## src/rtl/uart_pkg.sv

```systemverilog
// uart_pkg: shared receiver FSM state type and baud divider helper.
package uart_pkg;

    typedef enum logic [2:0] {IDLE, START, DATA, PARITY, STOP, BREAK} rx_state_t;

    function automatic int uart_div(input int clk_hz, input int baud, input int os);
        return clk_hz / (baud * os);
    endfunction

endpackage

```

## src/rtl/uart_rx_oversampled_if.sv

```systemverilog
// uart_rx_oversampled_if: valid/ready byte delivery channel of the UART receiver.
interface uart_rx_oversampled_if;

    logic [7:0] rx_data;
    logic       rx_valid;
    logic       rx_ready;

    modport master (output rx_data, output rx_valid, input rx_ready);
    modport slave  (input rx_data, input rx_valid, output rx_ready);

endinterface

```

## src/rtl/uart_baud_tick.sv

```systemverilog
// uart_baud_tick: divide-by-DIV oversample tick generator with synchronous restart.
module uart_baud_tick #(
    parameter int DIV = 10
) (
    input  logic clk,
    input  logic rst_n,
    input  logic restart,
    output logic tick
);

    localparam int W = (DIV > 1) ? $clog2(DIV) : 1;

    if (DIV < 1) begin : g_div_chk
        $error("uart_baud_tick: DIV must be >= 1");
    end

    logic [W-1:0] cnt_q, cnt_d;

    always_comb begin
        cnt_d = (restart || cnt_q == '0) ? W'(DIV - 1) : cnt_q - 1'b1;
    end

    always_ff @(posedge clk or negedge rst_n) begin
        if (!rst_n) cnt_q <= W'(DIV - 1);
        else        cnt_q <= cnt_d;
    end

    assign tick = (cnt_q == '0);

endmodule

```

## src/rtl/uart_rx_oversampled.sv

```systemverilog
// uart_rx_oversampled: 8-bit oversampling UART receiver with majority vote and error flags.
// Define UART_RX_FIFO_EN to replace the single holding register with a FIFO_DEPTH-entry FIFO.
module uart_rx_oversampled
    import uart_pkg::*;
#(
    parameter int CLK_FREQ   = 50_000_000,
    parameter int BAUD_RATE  = 9600,
    parameter int OVERSAMPLE = 16,
    parameter int USE_PARITY = 0,
    parameter int PARITY_ODD = 0,
    parameter int FIFO_DEPTH = 4
) (
    input  logic                   clk,
    input  logic                   rst_n,
    input  logic                   rx,
    uart_rx_oversampled_if.master  bus,
    output logic                   frame_err,
    output logic                   parity_err,
    output logic                   overrun_err,
    output logic                   rx_busy
);

    localparam int DIV = uart_div(CLK_FREQ, BAUD_RATE, OVERSAMPLE);
    localparam int OSW = $clog2(OVERSAMPLE);
    localparam int M   = OVERSAMPLE / 2;

    rx_state_t    state_q, state_d;
    logic [1:0]   sync_q, sync_d;
    logic [OSW-1:0] os_q, os_d;
    logic [2:0]   bit_q, bit_d;
    logic [7:0]   sh_q, sh_d;
    logic         s0_q, s0_d, s1_q, s1_d, perr_q, perr_d;
    logic         frame_err_q, parity_err_q, overrun_err_q;
    logic         rx_s, tick, restart, vote, at_vote, at_end, done, ferr, ppulse, ovr;

    uart_baud_tick #(.DIV(DIV)) u_tick (
        .clk     (clk),
        .rst_n   (rst_n),
        .restart (restart),
        .tick    (tick)
    );

    assign rx_s    = sync_q[1];
    assign vote    = (s0_q & s1_q) | (s0_q & rx_s) | (s1_q & rx_s);
    assign at_vote = tick && os_q == OSW'(M + 1);
    assign at_end  = tick && os_q == OSW'(OVERSAMPLE - 1);

    always_comb begin
        sync_d  = {sync_q[0], rx};
        state_d = state_q;
        os_d    = os_q;
        bit_d   = bit_q;
        sh_d    = sh_q;
        s0_d    = s0_q;
        s1_d    = s1_q;
        perr_d  = perr_q;
        restart = 1'b0;
        done    = 1'b0;
        ferr    = 1'b0;
        ppulse  = 1'b0;
        if (state_q != IDLE && state_q != BREAK && tick) begin
            os_d = at_end ? '0 : os_q + 1'b1;
            s0_d = (os_q == OSW'(M - 1)) ? rx_s : s0_q;
            s1_d = (os_q == OSW'(M)) ? rx_s : s1_q;
        end
        case (state_q)
            IDLE: if (!rx_s) begin
                state_d = START;
                os_d    = '0;
                bit_d   = '0;
                perr_d  = 1'b0;
                restart = 1'b1;
            end
            START: state_d = (at_vote && vote) ? IDLE : (at_end ? DATA : START);
            DATA: begin
                sh_d = at_vote ? {vote, sh_q[7:1]} : sh_q;
                if (at_end) begin
                    bit_d = bit_q + 3'd1;
                    if (bit_q == 3'd7) state_d = (USE_PARITY != 0) ? PARITY : STOP;
                end
            end
            PARITY: begin
                perr_d  = at_vote ? (vote != (^sh_q ^ (PARITY_ODD != 0))) : perr_q;
                state_d = at_end ? STOP : PARITY;
            end
            STOP: if (at_vote) begin
                // decided mid-bit so the next start edge can be caught early
                state_d = vote ? IDLE : BREAK;
                done    = vote & !perr_q;
                ppulse  = vote & perr_q;
                ferr    = !vote;
            end
            BREAK: state_d = rx_s ? IDLE : BREAK;
            default: state_d = IDLE;
        endcase
    end

    always_ff @(posedge clk or negedge rst_n) begin
        if (!rst_n) begin
            state_q       <= IDLE;
            sync_q        <= 2'b11;
            os_q          <= '0;
            bit_q         <= '0;
            sh_q          <= '0;
            s0_q          <= 1'b1;
            s1_q          <= 1'b1;
            perr_q        <= 1'b0;
            frame_err_q   <= 1'b0;
            parity_err_q  <= 1'b0;
            overrun_err_q <= 1'b0;
        end else begin
            state_q       <= state_d;
            sync_q        <= sync_d;
            os_q          <= os_d;
            bit_q         <= bit_d;
            sh_q          <= sh_d;
            s0_q          <= s0_d;
            s1_q          <= s1_d;
            perr_q        <= perr_d;
            frame_err_q   <= ferr;
            parity_err_q  <= ppulse;
            overrun_err_q <= ovr;
        end
    end

`ifdef UART_RX_FIFO_EN
    localparam int AW = $clog2(FIFO_DEPTH);

    logic [7:0]  mem_q [FIFO_DEPTH];
    logic [AW-1:0] rd_q, rd_d, wr_q, wr_d;
    logic [AW:0] cnt_q, cnt_d;
    logic        pop, push, full;

    always_comb begin
        full  = (cnt_q == (AW + 1)'(FIFO_DEPTH));
        pop   = (cnt_q != '0) & bus.rx_ready;
        push  = done & (!full | pop);
        ovr   = done & full & !pop;
        rd_d  = rd_q + AW'(pop);
        wr_d  = wr_q + AW'(push);
        cnt_d = cnt_q + (AW + 1)'(push) - (AW + 1)'(pop);
    end

    always_ff @(posedge clk or negedge rst_n) begin
        if (!rst_n) begin
            rd_q  <= '0;
            wr_q  <= '0;
            cnt_q <= '0;
        end else begin
            rd_q  <= rd_d;
            wr_q  <= wr_d;
            cnt_q <= cnt_d;
        end
    end

    always_ff @(posedge clk) begin
        if (push) mem_q[wr_q] <= sh_q;
    end

    assign bus.rx_valid = (cnt_q != '0);
    assign bus.rx_data  = (cnt_q != '0) ? mem_q[rd_q] : 8'h00;
`else
    logic       valid_q, valid_d, accept, load;
    logic [7:0] data_q, data_d;

    always_comb begin
        accept  = valid_q & bus.rx_ready;
        load    = done & (!valid_q | accept);
        ovr     = done & valid_q & !accept;
        valid_d = done | (valid_q & !accept);
        data_d  = load ? sh_q : data_q;
    end

    always_ff @(posedge clk or negedge rst_n) begin
        if (!rst_n) begin
            valid_q <= 1'b0;
            data_q  <= '0;
        end else begin
            valid_q <= valid_d;
            data_q  <= data_d;
        end
    end

    assign bus.rx_valid = valid_q;
    assign bus.rx_data  = data_q;
`endif

    assign frame_err   = frame_err_q;
    assign parity_err  = parity_err_q;
    assign overrun_err = overrun_err_q;
    assign rx_busy     = (state_q != IDLE);

endmodule

```

## src/flat_wrapper.sv

```systemverilog
// flat-port wrapper written by rule: the top's interface ports become plain ports
module uart_rx_oversampled_flat import uart_pkg::*;
#(
    parameter int CLK_FREQ   = 50_000_000,
    parameter int BAUD_RATE  = 9600,
    parameter int OVERSAMPLE = 16,
    parameter int USE_PARITY = 0,
    parameter int PARITY_ODD = 0,
    parameter int FIFO_DEPTH = 4
)
  (clk, rst_n, rx, frame_err, parity_err, overrun_err, rx_busy, bus_rx_data, bus_rx_valid, bus_rx_ready);
  uart_rx_oversampled_if bus_i ();
  input  logic clk;
  input  logic rst_n;
  input  logic rx;
  output logic frame_err;
  output logic parity_err;
  output logic overrun_err;
  output logic rx_busy;
  output wire logic [$bits(bus_i.rx_data)-1:0] bus_rx_data;
  output wire logic [$bits(bus_i.rx_valid)-1:0] bus_rx_valid;
  input wire logic [$bits(bus_i.rx_ready)-1:0] bus_rx_ready;
  assign bus_rx_data = bus_i.rx_data;
  assign bus_rx_valid = bus_i.rx_valid;
  assign bus_i.rx_ready = bus_rx_ready;
  uart_rx_oversampled #(.CLK_FREQ(CLK_FREQ), .BAUD_RATE(BAUD_RATE), .OVERSAMPLE(OVERSAMPLE), .USE_PARITY(USE_PARITY), .PARITY_ODD(PARITY_ODD), .FIFO_DEPTH(FIFO_DEPTH)) u_core (.clk(clk), .rst_n(rst_n), .rx(rx), .bus(bus_i), .frame_err(frame_err), .parity_err(parity_err), .overrun_err(overrun_err), .rx_busy(rx_busy));
endmodule
```

## config.mk

```make
export PLATFORM = sky130hd
export DESIGN_NAME = uart_rx_oversampled_flat
export DESIGN_NICKNAME = d
export VERILOG_FILES = /design/src/rtl/uart_pkg.sv /design/src/rtl/uart_rx_oversampled_if.sv /design/src/rtl/uart_baud_tick.sv /design/src/rtl/uart_rx_oversampled.sv /design/src/flat_wrapper.sv
export SDC_FILE = /design/constraint.sdc
export NUM_CORES = 1
export LEC_CHECK = 0
export BUFFER_PORTS_ARGS = -buffer_cell sky130_fd_sc_hd__buf_2
export CORE_MARGIN = 5
export CORE_UTILIZATION = 64
export CTS_CLUSTER_SIZE = 16
export DETAILED_ROUTE_END_ITERATION = 8
export PLACE_DENSITY = 0.82
export SYNTH_ARGS = -nofsm -noshare
export SYNTH_HDL_FRONTEND = slang
export SYNTH_SLANG_ARGS = --single-unit
export TNS_END_PERCENT = 50
```

## constraint.sdc

```tcl
create_clock -name clk -period 3 [get_ports clk]
set_input_delay 0.15 -clock clk [delete_from_list [all_inputs] [get_ports clk]]
set_output_delay 0.15 -clock clk [all_outputs]
set_load 0.01 [all_outputs]
```

== Word level (Yosys, flattened, before mapping) ==
Cells that the tools add are included.

* Flip-flop bits (word level): 44
* Input port bits: 4
* Output and inout port bits: 13
* Logic and storage cells: 99

* Add/sub/neg operators: 3
* Equality and inequality tests: 17
* Muxes and demuxes: 29
* Bitwise gates (word level): 14
* Reduce and logical (&&, ||, !) cells: 22

{| class="wikitable"
|+ Operators by type and width
! cell !! number
|-
| $mux 3 || 10
|-
| $pmux 3 s6 || 1
|-
| $mux 4 || 4
|-
| $eq 4x4->1 const B || 3
|-
| $and 1x1->1 || 10
|-
| $mux 1 || 10
|-
| $eq 3x3->1 const B || 3
|-
| $logic_not 9->1 || 1
|-
| $mux 9 || 1
|-
| $sub 9x1->9 const B || 1
|-
| $ne 2x1->1 const B || 4
|-
| $reduce_xor 8->1 || 1
|-
| $eq 3x2->1 const B || 2
|-
| $pmux 3 s2 || 1
|-
| $reduce_and 2->1 || 3
|-
| $reduce_and 3->1 || 2
|-
| $logic_and 1x1->1 || 5
|-
| $add 4x1->4 const B || 1
|-
| $eq 4x3->1 const B || 1
|-
| $logic_not 1->1 || 4
|-
| $or 1x1->1 || 4
|-
| $reduce_and 4->1 || 1
|-
| $reduce_bool 2->1 || 2
|-
| $add 3x1->3 const B || 1
|-
| other kinds (9) || 9
|}

== Depth between registers and ports, before layout ==
* Word-level depth: 8
* Mapped depth: 7
* Depth with buffers taken out: 6

== Modules after synthesis ==
From an unflattened synthesis, not the netlist that was laid out.

* Cells, all modules: 196
* Area total of the unflattened synthesis: 2220.9 um2

{| class="wikitable"
|+ By module, submodules not included
! module !! times used !! cells each !! area each (um2) !! sequential area each (um2)
|-
| uart_rx_oversampled || 1 || 149 || 1741.7 || 880.8
|-
| uart_baud_tick || 1 || 47 || 479.2 || 229.0
|}

== Worst setup path before layout ==
OpenSTA, ideal clock, no wires.

* Path kind: register to register
* Start: register u_core.u_tick.cnt_q[0]
* End: register u_core.data_q[0] (netlist: u_core.bus.rx_data[0])
* Setup time: 0.125 ns
* Arrival time: 1.795 ns
* Required time: 2.875 ns
* Setup slack: 1.080 ns
* Stages on the path, launching flop included: 7
* Path buffers: 0
* Period minus slack after synthesis: 1.920 ns
* Path through: dfrtp_1 -> inv_1 -> ha_1 -> nor3b_4 -> nand3_2 -> nor3_4 -> mux2_2

* Cells in the longest elaborated chain, start to end: 5

{| class="wikitable"
|+ RTL lines
! item !! RTL line !! source
|-
| start: declaration || uart_baud_tick.sv:17 || <nowiki>logic [W-1:0] cnt_q, cnt_d;</nowiki>
|-
| start signal: assignment || uart_baud_tick.sv:24 || <nowiki>if (!rst_n) cnt_q <= W'(DIV - 1);</nowiki>
|-
| start signal: assignment || uart_baud_tick.sv:25 || <nowiki>else cnt_q <= cnt_d;</nowiki>
|-
| $logic_not 9->1 || uart_baud_tick.sv:28 || <nowiki>assign tick = (cnt_q == '0);</nowiki>
|-
| $logic_and 1x1->1 || uart_rx_oversampled.sv:45 || <nowiki>assign at_vote = tick && os_q == OSW'(M + 1);</nowiki>
|-
| $mux 1 || uart_rx_oversampled.sv:86 || <nowiki>STOP: if (at_vote) begin</nowiki>
|-
| $mux 1 || uart_rx_oversampled.sv:66 || <nowiki>case (state_q)</nowiki>
|-
| $and 1x1->1 || uart_rx_oversampled.sv:168 || <nowiki>load = done & (!valid_q | accept);</nowiki>
|-
| end signal: assignment || uart_rx_oversampled.sv:180 || <nowiki>data_q <= data_d;</nowiki>
|-
| end: declaration || uart_rx_oversampled.sv:164 || <nowiki>logic [7:0] data_q, data_d;</nowiki>
|}

Every way passes these cells.
A chain may end at the register's enable or synchronous reset.

== Final worst setup path ==
* Start: register u_core.u_tick.cnt_q[0]
* End: register u_core.data_q[1] (netlist: u_core.bus.rx_data[1])

The elaborated chain is that of the path after synthesis.

==> metrics.yaml <==
yosys-top-cells-count: "dfrtp_1, mux2_2, nand2_1, nor2_1"
cts_resized: 0
row_count: 21
wl_per_cell_um: 16.12
tns_ns: 0
ys_ff_latch: 44
final_area_um2: 2447
vias_per_cell: 5.977
ir_drop_mv: 0.3295
grt_pass1_wl_mm: 7.665
yosysTopAreaCell: "dfrtp_1"
relSlewSlack: 0.3775
path_max_fanout: 13
seq_area_frac_synth: 0.4953
dr.pass1.iters: 4
antenna_left: 0
grt_pass1_vias: 1648
htree_levels: 2
crit_type: "flip-flop to flip-flop"
fin_cells: 262
placed_cell_area_um2: 2351
postCtsHoldBufs: 2
slew_violations: 0
rsz0062_at_grt: "false"
finalSetupViolCount: 0
slowest_delay_ns: 0.51
skew_ns: 0.003285
syn-num-nets: 205
die_width_um: 69.17
ys_async_sr_fraction: 1.000
worstSetupEndpointType: "flip-flop"
num_antenna_cells: 0
yosysTopAreaCellShare: 0.4132
drtIter0Drc: 278
cts.sinks: 44
worst_setup_path_start_kind: "flip-flop"
hold_viol: 0
dp.cells: 252
io_pins: 17
cp_num_buf_inv: 1
nets: 225
holdWs_ns: 0.08504
drc: 0
cts_root_buf: "clkbuf_4"
die_h_um: 69.17
clock_path_buffers: 2
crit_chain: "inv_1 > ha_1 > nor3b_4 > nand3_2 > nor3_4 > mux2_2"
synth_edf_count: 0
wl_mm: 4.224
die_area_um2: 4784
drive_above_1_share: 0.2778
synth.distinct_cells: 53
numCtsBuffers: 5
synthesis.area_um2: 2241
post_cts_buffers: 0
leakagePower_nw: 1.138
worstMarginPinSlew_ns: 0.9338
coreArea_um2: 3363
period_share: 0.7945
critPathRequiredTime_ns: 3.26
min_path_type: "input port to flip-flop"
synth_area_per_cell_um2: 11.49
synth.most_common_cell: "dfrtp_1"
period_needed_ns: 2.383
cp_top_family: "simple AND/OR/NAND/NOR gates"
clkLatencyLatePin_ns: 0.36
globalplace.congestion: 0.9013
cap_viol_max_count: 0
antenna_found_initial: 0
synthTopCellsByArea: "dfrtp_1, mux2_2, dfstp_2"
clk_pin_slew_ns: 0.13
portBuffers: 16
cts_tree: "built"
grtUsageTotal: 0.1968
area_delta_synth_final_pct: 9.213
num_vias: 1566
timing.fmax_mhz: 419.6
fill_cells: 248
synthCells: 195
grt_max_degree: 45
ys.flop_type: "dfrtp_1"
p_per_area_nw_per_um2: 402.1
slowest_stage: "nor3_4"
start_util: 0.6663
ys_warn_count: 0
status: "complete, no violations"
hpwl_mm: 3.003
overflow: 0
cp.arrival_ns: 2.65
[kinds of logic (layout without fill, tap and decap cells)]
kind of cell	count (synthesis)	count (layout)	synth area share
and+or+nand+nor	70	70	0.2021
DFF	44	44	0.4953
AOI/OAI and AO/OA	26	26	0.07594
muxes	21	21	0.1039
buffers and inverters	14	35	0.02736
xor gates and xnor gates	13	13	0.05695
adders and majority gates	7	7	0.03852
[final timing paths]
check	from	end	slack [ns]	depth (start not counted)
worst max-delay path	u_core.u_tick.cnt_q[0]$_DFF_PN0_	u_core.bus.rx_data[1]$_DFFE_PN0P_	0.62	6
worst min-delay path	bus_rx_ready	u_core.bus.rx_valid$_DFF_PN0_	0.09	3
worst max register to register	u_core.u_tick.cnt_q[0]$_DFF_PN0_	u_core.bus.rx_data[1]$_DFFE_PN0P_	0.62	6
worst min register to register	u_core.sync_q[0]$_DFF_PN1_	u_core.sync_q[1]$_DFF_PN1_	0.37	0
max in group asynchronous	rst_n	u_core.sh_q[6]$_DFFE_PN0P_	1.98	2
min in group asynchronous	rst_n	u_core.os_q[1]$_DFF_PN0_	0.44	2
[sequential cells by signal, summed over array words and instances, names as in the netlist]
register             count
u_core.overrun_err       1
u_core.bus.rx_data       8
u_core.frame_err         1
u_core.bus.rx_valid      1
u_core.os_q              4
u_core.state_q           3
u_core.parity_err        1
u_core.sh_q              8
u_core.u_tick.cnt_q      9
u_core.perr_q            1
u_core.s1_q              1
u_core.bit_q             3
u_core.sync_q            2
u_core.s0_q              1
[layout make-up]
class                           count  area (µm²)  share of cell area
Sequential cell                    44        1110              0.4535
Multi-Input combinational cell    137        1070              0.4371
Timing Repair Buffer               18       100.1             0.04090
Tap cell                           46       57.56             0.02352
Clock buffer                        6       41.29             0.01687
Clock inverter                      2       35.03             0.01431
Inverter                            9       33.78             0.01380
[tightest hold or removal path: stages]
cell and delay, ns:
buf_2 0.07, nand2b_1 0.15, nand2_1 0.06
[routing by layer]
metal	wire length [µm]	GRT usage	share of wire	up-vias
li1	-	-	-	738
met1	1757	0.2531	0.42	759
met2	2137	0.3125	0.51	59
met3	228	0.03913	0.054	10
met4	101	0.1063	0.024	0
met5	0	0	0	-
[cell usage in the layout (no fill, tap or decap), types with 6 or more instances in the layout]
cell / n
a21oi_1: 6
buf_2: 16
dfrtp_1: 37
dfstp_2: 7
ha_1: 6
inv_1: 9
mux2_2: 17
nand2_1: 13
nor2_1: 13
o21ai_0: 7
xnor2_1: 9
[per-stage QoR]
step	utilization	power [mW]	worst slack, ns
finish	0.7277	0.9841	0.6166
global route	0.7277	1.012	0.4655
CTS	0.7277	0.9865	0.6085
detailed placement	0.6990	0.6228	0.6406
global placement	0.6990	0.6219	0.8077
floorplan	-	0.6089	1.080
[power by group]
group,internal [mW],switching (mW),leakage (nW)
registers,0.596,0.00174,0.581
clock network,0.175,0.196,0.0422
logic,0.00376,0.0114,0.515
Note: power is estimated with default switching activity, not from simulation.
